$ cat src/rtl/serial_add_sched_pkg.sv
// Shared types and defaults for the bit-serial adder built on a single half-adder cell.
package serial_add_sched_pkg;

    localparam int unsigned DefaultWidth = 8;

    typedef enum logic [1:0] {
        StIdle = 2'd0,
        StPh0  = 2'd1,
        StPh1  = 2'd2,
        StDone = 2'd3
    } state_e;

endpackage

$ cat src/rtl/half_add_cell.sv
// Single combinational half-adder cell; the only arithmetic element in the adder.
module half_add_cell (
    input  logic x,
    input  logic y,
    output logic s,
    output logic c
);

    assign s = x ^ y;
    assign c = x & y;

endmodule

$ cat src/rtl/serial_add_sched.sv
// Bit-serial adder: each bit takes two phases through one shared half-adder cell
// (PH0: a^b / a&b, PH1: propagate with the running carry).
module serial_add_sched
    import serial_add_sched_pkg::*;
#(
    parameter int unsigned WIDTH = DefaultWidth
) (
    input  logic             clk,
    input  logic             rst_n,
    input  logic             start,
    input  logic [WIDTH-1:0] a,
    input  logic [WIDTH-1:0] b,
    output logic             busy,
    output logic             done,
    output logic [WIDTH-1:0] sum,
    output logic             cout
);

    localparam int unsigned IdxW = (WIDTH > 1) ? $clog2(WIDTH) : 1;
    localparam logic [IdxW-1:0] LastIdx = IdxW'(WIDTH - 1);

    state_e           state_q, state_d;
    logic [WIDTH-1:0] a_q, a_d;
    logic [WIDTH-1:0] b_q, b_d;
    logic [WIDTH-1:0] sum_q, sum_d;
    logic [IdxW-1:0]  idx_q, idx_d;
    logic             carry_q, carry_d;
    logic             p_q, p_d;
    logic             g_q, g_d;
    logic             cout_q, cout_d;

    logic cell_x, cell_y, cell_s, cell_c;

    // Per-input 2:1 mux: operand bits in PH0, partial sum and carry in PH1.
    always_comb begin
        if (state_q == StPh1) begin
            cell_x = p_q;
            cell_y = carry_q;
        end else begin
            cell_x = a_q[idx_q];
            cell_y = b_q[idx_q];
        end
    end

    half_add_cell u_cell (
        .x (cell_x),
        .y (cell_y),
        .s (cell_s),
        .c (cell_c)
    );

    always_comb begin
        state_d = state_q;
        a_d     = a_q;
        b_d     = b_q;
        sum_d   = sum_q;
        idx_d   = idx_q;
        carry_d = carry_q;
        p_d     = p_q;
        g_d     = g_q;
        cout_d  = cout_q;

        unique case (state_q)
            StIdle: begin
                if (start) begin
                    a_d     = a;
                    b_d     = b;
                    idx_d   = '0;
                    carry_d = 1'b0;
                    state_d = StPh0;
                end
            end
            StPh0: begin
                p_d     = cell_s;
                g_d     = cell_c;
                state_d = StPh1;
            end
            StPh1: begin
                sum_d[idx_q] = cell_s;
                carry_d      = g_q | cell_c;
                if (idx_q != LastIdx) begin
                    idx_d   = idx_q + IdxW'(1);
                    state_d = StPh0;
                end else begin
                    cout_d  = g_q | cell_c;
                    state_d = StDone;
                end
            end
            StDone: begin
                state_d = StIdle;
            end
            default: begin
                state_d = StIdle;
            end
        endcase
    end

    always_ff @(posedge clk) begin
        if (!rst_n) begin
            state_q <= StIdle;
            a_q     <= '0;
            b_q     <= '0;
            sum_q   <= '0;
            idx_q   <= '0;
            carry_q <= 1'b0;
            p_q     <= 1'b0;
            g_q     <= 1'b0;
            cout_q  <= 1'b0;
        end else begin
            state_q <= state_d;
            a_q     <= a_d;
            b_q     <= b_d;
            sum_q   <= sum_d;
            idx_q   <= idx_d;
            carry_q <= carry_d;
            p_q     <= p_d;
            g_q     <= g_d;
            cout_q  <= cout_d;
        end
    end

    assign busy = (state_q != StIdle);
    assign done = (state_q == StDone);
    assign sum  = sum_q;
    assign cout = cout_q;

endmodule

$ cat config.mk
export PLATFORM = sky130hd
export DESIGN_NAME = serial_add_sched
export DESIGN_NICKNAME = d
export VERILOG_FILES = /design/src/rtl/serial_add_sched_pkg.sv /design/src/rtl/half_add_cell.sv /design/src/rtl/serial_add_sched.sv
export SDC_FILE = /design/constraint.sdc
export NUM_CORES = 1
export LEC_CHECK = 0
export BUFFER_PORTS_ARGS = -buffer_cell sky130_fd_sc_hd__buf_4
export CORE_ASPECT_RATIO = 1.4
export CORE_MARGIN = 2
export CORE_UTILIZATION = 58
export CTS_CLUSTER_DIAMETER = 50
export DETAILED_ROUTE_END_ITERATION = 16
export HOLD_SLACK_MARGIN = 0.03
export PLACE_DENSITY_LB_ADDON = 0.1
export SETUP_SLACK_MARGIN = 0.5
export SYNTH_ARGS = -nofsm -noshare
export SYNTH_HDL_FRONTEND = slang
export SYNTH_SLANG_ARGS = --single-unit
$ cat constraint.sdc
create_clock -name clk -period 5.3 [get_ports clk]
set_input_delay 0.53 -clock clk [delete_from_list [all_inputs] [get_ports clk]]
set_output_delay 0.53 -clock clk [all_outputs]
set_load 0.01 [all_outputs]
==> flow_summary.yaml, run 1 <==
placement:
  dpl_cell_area_um2: 1708
  dpl.hpwl_um: 2244
  place.gp.congestion: 0.9014
  place_inst: 237
  io_buffers: 29
clock_network:
  cts_hold_buf: 0
  cts_resized: 0
  htreeDepth: 2
  tritoncts: "yes"
  clock_latency_ns: 0.33
  cts.sinks: 33
  cts_made_buffers: 5
  cts.clk_slew.worst_paths_ns: 0.10
  cts_buffer_depth: 2
  cts_setup_buffers: 0
  ctsRootBufferMaster: "clkbuf_4"
worst_hold_path:
  hp-class: "primary input to register"
  min_delay_path_depth: 3
finish:
  antenna_cells: 0
  final_area_um2: 1763
  drive_above_1_share_pct: 18.75
  nets: 230
  regArea_um2: 660.6
  multi_input_area_um2: 780.7
  area_delta_synth_final_pct: 14.55
  final_util_pct: 68.87
  layoutNonFillerInstCount: 244
  fillers: 234
timing:
  slew_violations: 0
  layout_min_cycle_time_ns: 2.183
  setup_viol: 0
  timing.final.crit_share_pct: 41.19
  rsz0062_at_grt: "no"
  worst_pin_slew_ns: 0.9631
  setup_tns_ns: 0
  slew_headroom_pct: 35.73
  finalHoldViolCount: 0
  fmax_mhz: 458.0
  skew_ns: 0.007418
global_route:
  grt_overflow: 0
  grt_pass1_vias: 1212
  grt_util_all_layers_pct: 22.72
  grt_max_degree: 34
  grt_pass1_wl_um: 5140
  antenna_found_initial: 0
setup_path:
  worstSetupEndpointType: "register"
  worstPathRequired_ns: 5.54
  crit_cells: 6
  critical_path.n_buffers_inverters: 0
  path_max_fanout: 16
  crit_arrival_ns: 2.43
  setup.worst_path.class: "register to register"
  slowest_stage: "dfxtp_1"
  path_cells: "mux2i_1 -> o22ai_1 -> o31a_1 -> ha_1 -> nand3_1 -> a21oi_1"
  max_stage_delay_ns: 0.75
  startpoint_type: "register"
  reg2reg_depth: 6
  cp_top_family: "flip-flops"
power:
  vdd_ir_drop_max_mv: 0.2095
  power_density_nw_per_um2: 260.4
  seq_power_share_pct: 58.1
  pwr-share-comb_pct: 11.5
  power_frac_clock_pct: 30.4
  intPower_mw: 0.3457
  netSwitchingFraction_pct: 24.70
  p_leak_nw: 0.6871
  switching_power_mw: 0.1134
synthesis:
  synthCells: 187
  ys_warn_count: 0
  netlist_area_um2: 1539
  syn-num-nets: 209
  yosys_register_bits: 33
  synth.distinct_cells: 28
  seq_area_frac_synth_pct: 42.93
  synth_area_per_cell_um2: 8.230
die:
  io-pin-count: 30
  die_area_um2: 3087
  core-area_um2: 2560
  die_h_um: 64.95
  die_w_um: 47.54
  rows: 22
  initial_core_util_pct: 60.12
flow_run:
  maxCapViolations: 0
route:
  wl_met2_um: 1641
  wl_um: 3044
  drt-met1-wl_um: 1208
  met3_length_um: 148
  drt_iter0_markers: 39
  wire_per_inst_um: 12.48
  ant_nets: 0
  num_vias: 1343
  dr.pass1.iters: 4
  via_per_inst: 5.504
  top_layer: "met4"
  route.detailed.drc: 0
run_status:
  status: "finished clean"
[per-stage QoR]
stage / hold WS (ns) / power (mW) / worst slack [ns]
after floorplan: 0.4268 / 0.3106 / 3.409
after global placement: 0.4391 / 0.3233 / 3.218
after detailed placement: 0.4482 / 0.3252 / 3.125
after CTS: 0.4349 / 0.4618 / 3.105
after global routing: 0.4289 / 0.4812 / 2.929
final: 0.4419 / 0.4591 / 3.117
[logic make-up (layout without fill, tap and decap cells)]
family | Yosys count | count (layout) | synth area share, %
flops | 33 | 33 | 42.93
compound gates | 50 | 50 | 17.48
mux | 10 | 10 | 6.504
buf+inv | 16 | 37 | 6.341
simple gates | 75 | 75 | 24.31
fa+ha+maj | 3 | 3 | 2.439
[state kept, by name, summed over array words and instances, names as in the netlist, 2 cells and up]
| signal | flops |
|---|---|
| state_q | 2 |
| b_q | 8 |
| sum | 8 |
| idx_q | 3 |
| a_q | 8 |
[placed cells by master, fill, tap and decap left out, types with 3 or more instances in the layout]
| master | netlist | final |
|---|---|---|
| a21oi_1 | 30 | 30 |
| and2_1 | 4 | 4 |
| buf_4 | 0 | 29 |
| clkbuf_4 | 0 | 5 |
| dfxtp_1 | 33 | 33 |
| ha_1 | 3 | 3 |
| mux2i_1 | 10 | 10 |
| nand2_1 | 38 | 38 |
| nand2b_1 | 5 | 5 |
| nand3_1 | 8 | 8 |
| nor2_1 | 5 | 5 |
| nor2b_1 | 3 | 3 |
| o21ai_0 | 12 | 12 |
| o22ai_1 | 4 | 4 |
[synth_stat cells]
master,number,share of area [%]
a21oi_1,30,9.8
a311oi_1,1,0.57
and2_0,1,0.41
and2_1,4,1.6
and3b_1,1,0.57
buf_2,3,0.98
buf_6,4,2.9
clkbuf_1,5,1.2
clkbuf_2,3,0.98
dfxtp_1,33,43
ha_1,3,2.4
inv_1,1,0.24
mux2i_1,10,6.5
nand2_1,38,9.3
nand2b_1,5,2.0
nand3_1,8,2.6
nand3b_1,1,0.49
nor2_1,5,1.2
nor2b_1,3,1.2
nor3_1,1,0.32
nor3b_1,2,0.98
nor3b_2,2,1.6
o21ai_0,12,3.9
o21bai_1,1,0.49
o22ai_1,4,1.6
o31a_1,2,1.1
or2_2,2,0.81
or3b_1,2,1.1
[final cells by class]
class                           instances  area share [%]
Clock buffer                            7           3.123
Timing Repair Buffer                   29           12.35
Sequential cell                        33           37.47
Tap cell                               36           2.555
Inverter                                1          0.2129
Multi-Input combinational cell        138           44.29
[power groups by stage]
stage               logic [mW]  registers, mW  clock network, mW
global route            0.0592          0.268              0.154
global placement        0.0511          0.272                  0
CTS                     0.0529          0.267              0.142
detailed placement      0.0526          0.273                  0
floorplan               0.0432          0.267                  0
finish                  0.0527          0.267              0.140
[metal layers]
layer / track usage (%) / vias to the layer above
met3: 7.242 / 7
li1: - / 680
met1: 26.32 / 615
met2: 37.16 / 41
met4: 9.122 / 0
met5: 0 / -
[worst register-to-register path, stage by stage (launching register included)]
cell and delay, ns:
dfxtp_1 0.75, mux2i_1 0.28, o22ai_1 0.11, o31a_1 0.28, ha_1 0.42, nand3_1 0.11
a21oi_1 0.16
[worst paths after layout]
check	start	end	slack, ns
max reg2reg	idx_q[0]$_SDFFE_PN0P_	sum[7]$_SDFFE_PN0P_	3.12
max	idx_q[0]$_SDFFE_PN0P_	sum[7]$_SDFFE_PN0P_	3.12
min reg2reg	a_q[2]$_SDFFE_PN0P_	a_q[2]$_SDFFE_PN0P_	0.46
min	b[5]	b_q[5]$_SDFFE_PN0P_	0.44
Power figures use the tool's default switching activity.
==> run 2: changes to the inputs <==
- CORE_UTILIZATION: 58 -> 54
- clock period: 5.3 -> 2.25 ns (I/O delays scaled with it)
==> run 2 against run 1 <==
Register-to-register slack got worse by 2.6 ns. Largest power group unchanged. Worst setup slack got worse by 2.6 ns. Non-clock buffer count increased by 8. Flip-flop and latch count unchanged. Die area increased by 6.9%. Combinational power increased to 3.0 times the previous value.
==> flow_summary.yaml, run 2 (synthesized netlist as in run 1, its figures left out) <==
die:
  initial_core_util_pct: 57.64
  die_h_um: 67.17
  core-area_um2: 2670
  die_w_um: 49.12
  die_area_um2: 3299
  rows: 22
  io-pin-count: 30
clock_network:
  clock_latency_ns: 0.36
  cts_made_buffers: 5
  cts.clk_slew.worst_paths_ns: 0.10
  cts.sinks: 33
  cts_hold_buf: 0
  tritoncts: "yes"
  ctsRootBufferMaster: "clkbuf_4"
  htreeDepth: 2
  cts_buffer_depth: 2
finish:
  antenna_cells: 0
  final_util_pct: 69.92
  area_delta_synth_final_pct: 21.30
  layoutNonFillerInstCount: 253
  mostFrequentLayoutCell: "nand2_1"
  drive_above_1_share_pct: 25.35
  final_cell_mix: "nand2_1 (38), buf_4 (36), a21oi_1 (30), dfxtp_1 (30), o21ai_0 (11)"
  fillers: 231
  nets: 238
timing:
  timing.final.crit_share_pct: 77.20
  worst_pin_slew_ns: 0.5713
  timing.hold.ws_ns: 0.1012
  layout_min_cycle_time_ns: 1.737
  rsz0062_at_grt: "yes"
  setup_tns_ns: 0
  slew_violations: 0
  finalHoldViolCount: 0
  setup_viol: 0
  fmax_mhz: 575.7
  slew_headroom_pct: 61.87
  skew_ns: 0.009711
route:
  wl_um: 3355
  via_per_inst: 5.372
  num_vias: 1359
  dr.pass1.iters: 5
  met3_length_um: 180
  drt-met1-wl_um: 1361
  route.detailed.drc: 0
  drt_iter0_markers: 29
  ant_nets: 0
  top_layer: "met4"
  wl_met2_um: 1748
  wire_per_inst_um: 13.26
power:
  power_frac_clock_pct: 29.6
  power_density_nw_per_um2: 589.9
  p_leak_nw: 0.7345
  p_total_mw: 1.101
  netSwitchingFraction_pct: 27.24
  intPower_mw: 0.8013
  vdd_ir_drop_max_mv: 0.4055
  switching_power_mw: 0.3000
  seq_power_share_pct: 56.2
  pwr-share-comb_pct: 14.2
setup_path:
  path_cells: "buf_4 -> mux2i_1 -> o22ai_1 -> o31a_1 -> ha_4 -> nand3_1 -> a21oi_1"
  path_max_fanout: 9
  setup.worst_path.class: "register to register"
  worstSetupEndpointType: "register"
  crit_arrival_ns: 2.03
  slowest_stage: "dfxtp_4"
  startpoint_type: "register"
  reg2reg_from: "idx_q[0]$_SDFFE_PN0P_"
  worstPathRequired_ns: 2.54
  crit_start: "idx_q[0]$_SDFFE_PN0P_"
  max_stage_delay_ns: 0.40
worst_hold_path:
  hp-class: "primary input to register"
  min_from: "a[7]"
placement:
  place_inst: 240
  place.gp.congestion: 0.8414
  dpl.hpwl_um: 2221
  io_buffers: 29
global_route:
  grt_util_all_layers_pct: 23.18
  grt_pass1_wl_um: 5733
  grt_overflow: 0
  antenna_found_initial: 0
  grt_pass1_vias: 1322
  grt_max_degree: 34
flow_run:
  maxCapViolations: 0
run_status:
  status: "finished clean"
-- run 2: cell count changes in the layout (fill, tap and decap cells not counted), sizes merged --
| cell | change |
|---|---|
| clkbuf | -1 |
| clkinv | +2 |
| buf | +8 |
-- run 2: final timing paths --
path                         endpoint  slack (ns)  depth (start not counted)
setup / recovery  sum[6]$_SDFFE_PN0P_        0.51                          7
hold / removal    a_q[7]$_SDFFE_PN0P_        0.10                          3
setup reg to reg  sum[6]$_SDFFE_PN0P_        0.51                          7
hold reg to reg   b_q[6]$_SDFFE_PN0P_        0.46                          2
-- run 2: final cells by class --
type,instances,area [um2],share of cell area (%)
Multi-Input combinational cell,138,809.5,43.36
Clock inverter,2,10.01,0.5362
Sequential cell,33,666.9,35.72
Timing Repair Buffer,37,290.3,15.55
Tap cell,36,45.04,2.413
Inverter,1,3.754,0.2011
Clock buffer,6,41.29,2.212
-- run 2: metrics by stage --
step | area, um2 | worst slack (ns)
floorplan | 1556 | 0.4765
global placement | 1732 | 0.3949
detailed placement | 1732 | 0.2517
CTS | 1843 | 0.5287
global route | 1867 | 0.4332
finish | 1867 | 0.5130
-- run 2: critical path: cells and delay by family (launching register included) --
kind            cells  cell delay [ns]
compound gates      3             0.52
flops               1             0.40
fa+ha+maj           1             0.33
mux                 1             0.19
buf+inv             1             0.16
simple gates        1             0.08
-- run 2: metal layers --
| metal | track usage, % | up-vias |
|---|---|---|
| met2 | 40.88 | 34 |
| met5 | 0 | - |
| li1 | - | 694 |
| met1 | 25.39 | 625 |
| met4 | 11.79 | 0 |
| met3 | 6.637 | 6 |
-- run 2: power groups by stage --
stage	clock [mW]	combinational, mW	sequential (mW)
after floorplan	0	0.110	0.630
after global placement	0	0.130	0.636
after detailed placement	0	0.137	0.635
after CTS	0.327	0.153	0.618
after global routing	0.358	0.174	0.622
final	0.326	0.157	0.619
-- run 2: what timing repair did --
item | CTS | global route
buffers inserted | 4 | 1
resized for setup | 7 | 5
pin swaps | 0 | 0
setup endpoints to repair | 11 | 18
==> run 3: changes to the inputs <==
- CORE_UTILIZATION: 54 -> 48
- clock period: 2.25 -> 1.41 ns (I/O delays scaled with it)
==> run 3 against run 2 <==
The flow now finishes with violations (setup timing). Routed wire length up 27%. Sequential share of layout area down 5.9 points. Flip-flop and latch count unchanged. Utilization up 2.9 points. Critical endpoint is now sum[0]$_SDFFE_PN0P_.
==> flow_summary.yaml, run 3 (synthesized netlist as in run 1, its figures left out) <==
run_status:
  status: "finished, violations left"
  violations: "setup timing"
power:
  p_total_mw: 2.034
  intPower_mw: 1.514
  power_frac_clock_pct: 33.0
  p_leak_nw: 0.8906
  power_density_nw_per_um2: 903.1
  vdd_ir_drop_max_mv: 0.6946
  pwr-share-comb_pct: 18.0
  seq_power_share_pct: 49.0
  netSwitchingFraction_pct: 25.56
  switching_power_mw: 0.5199
clock_network:
  tritoncts: "yes"
  cts_hold_buf: 0
  clock_latency_ns: 0.29
  cts_made_buffers: 5
  cts.sinks: 33
  htreeDepth: 2
  ctsRootBufferMaster: "clkbuf_8"
  cts_buffer_depth: 2
  cts.clk_slew.worst_paths_ns: 0.06
finish:
  fillers: 243
  layoutNonFillerInstCount: 278
  final_cell_mix: "buf_4 (44), a21oi_1 (28), dfxtp_1 (26), nand2_2 (23), nand2_1 (15)"
  regArea_um2: 671.9
  multi_input_area_um2: 932.1
  nets: 260
  area_delta_synth_final_pct: 46.34
  antenna_cells: 0
  mostFrequentLayoutCell: "buf_4"
  drive_above_1_share_pct: 47.28
route:
  wire_per_inst_um: 15.35
  drt_iter0_markers: 48
  route.detailed.drc: 0
  num_vias: 1544
  dr.pass1.iters: 4
  via_per_inst: 5.554
  ant_nets: 0
  wl_um: 4266
placement:
  place_inst: 255
  io_buffers: 29
  dp_slack_ns: -0.4398
  place.gp.congestion: 0.7883
  dpl.hpwl_um: 2546
global_route:
  grt_max_degree: 34
  grt_overflow: 0
  grt_pass1_vias: 1445
  grt_util_all_layers_pct: 23.79
  grt_pass1_wl_um: 6506
  antenna_found_initial: 0
die:
  core-area_um2: 3093
  rows: 24
  die_h_um: 71.00
  die_area_um2: 3681
  die_w_um: 51.86
  io-pin-count: 30
  initial_core_util_pct: 49.76
timing:
  setup_tns_ns: -3.854
  skew_ns: 0.004704
  layout_min_cycle_time_ns: 1.758
  fmax_mhz: 568.8
  worst_pin_slew_ns: 0.3538
  setup_viol: 16
  finalHoldViolCount: 0
  timing.final.crit_share_pct: 124.7
  rsz0062_at_grt: "yes"
  timing.final.ws_setup_ns: -0.3482
  slew_headroom_pct: 76.42
  slew_violations: 0
setup_path:
  crit_arrival_ns: 1.97
  startpoint_type: "register"
  setup.worst_path.class: "register to register"
  crit_start: "idx_q[0]$_SDFFE_PN0P_"
  worstSetupEndpointType: "register"
  reg2reg_from: "idx_q[0]$_SDFFE_PN0P_"
  worstPathRequired_ns: 1.62
  path_max_fanout: 9
flow_run:
  maxCapViolations: 0
worst_hold_path:
  hp-class: "primary input to register"
  min_from: "a[5]"
[run 3: power by group through the flow]
stage,clock network [mW],registers (mW),logic [mW]
5_1_grt,0.734,1.00,0.396
6_report,0.671,0.997,0.366
3_5_place_dp,0,1.01,0.243
3_3_place_gp,0,1.01,0.233
2_1_floorplan,0,1.01,0.182
4_1_cts,0.685,0.997,0.311
[run 3: per-layer routing]
layer / vias up / GRT usage [%] / wire length [um]
met2: 48 / 38.40 / 2308
met1: 745 / 27.14 / 1612
met3: 15 / 6.329 / 176
li1: 736 / - / -
met5: - / 0 / 0
met4: 0 / 14.91 / 170
[run 3: what timing repair did]
action                                  CTS  global route
endpoints found under the setup margin   35            39
gates resized for setup                  37            32
gates cloned                              1             1
buffers inserted                          6             7
pin swaps                                 3             9
[run 3: per-stage QoR]
step | area, um2 | hold slack [ns] | util, %
detailed placement | 1834 | 0.4022 | 59.30
floorplan | 1587 | 0.2815 | -
finish | 2252 | 0.1017 | 72.82
global placement | 1834 | 0.3976 | 59.30
CTS | 2093 | 0.1012 | 67.68
global route | 2252 | 0.09615 | 72.82
[run 3: final timing paths]
path | to | cells after the start | slack (ns)
max reg2reg | sum[0]$_SDFFE_PN0P_ | 7 | -0.35
min reg2reg | b_q[3]$_SDFFE_PN0P_ | 2 | 0.47
min | a_q[5]$_SDFFE_PN0P_ | 3 | 0.10
max | sum[0]$_SDFFE_PN0P_ | 7 | -0.35
[run 3: worst max-delay path, stage by stage, from the launching register on]
cell	delay [ns]
dfxtp_4	0.37
buf_12	0.11
mux2i_2	0.20
o22ai_1	0.10
o31a_1	0.31
ha_4	0.34
nand3_1	0.10
a21oi_1	0.15
[run 3: cell type report]
cell class | instances | area share [%]
Inverter | 1 | 0.1667
Clock buffer | 8 | 3.556
Timing Repair Buffer | 59 | 22.89
Sequential cell | 33 | 29.83
Tap cell | 39 | 2.167
Multi-Input combinational cell | 138 | 41.39
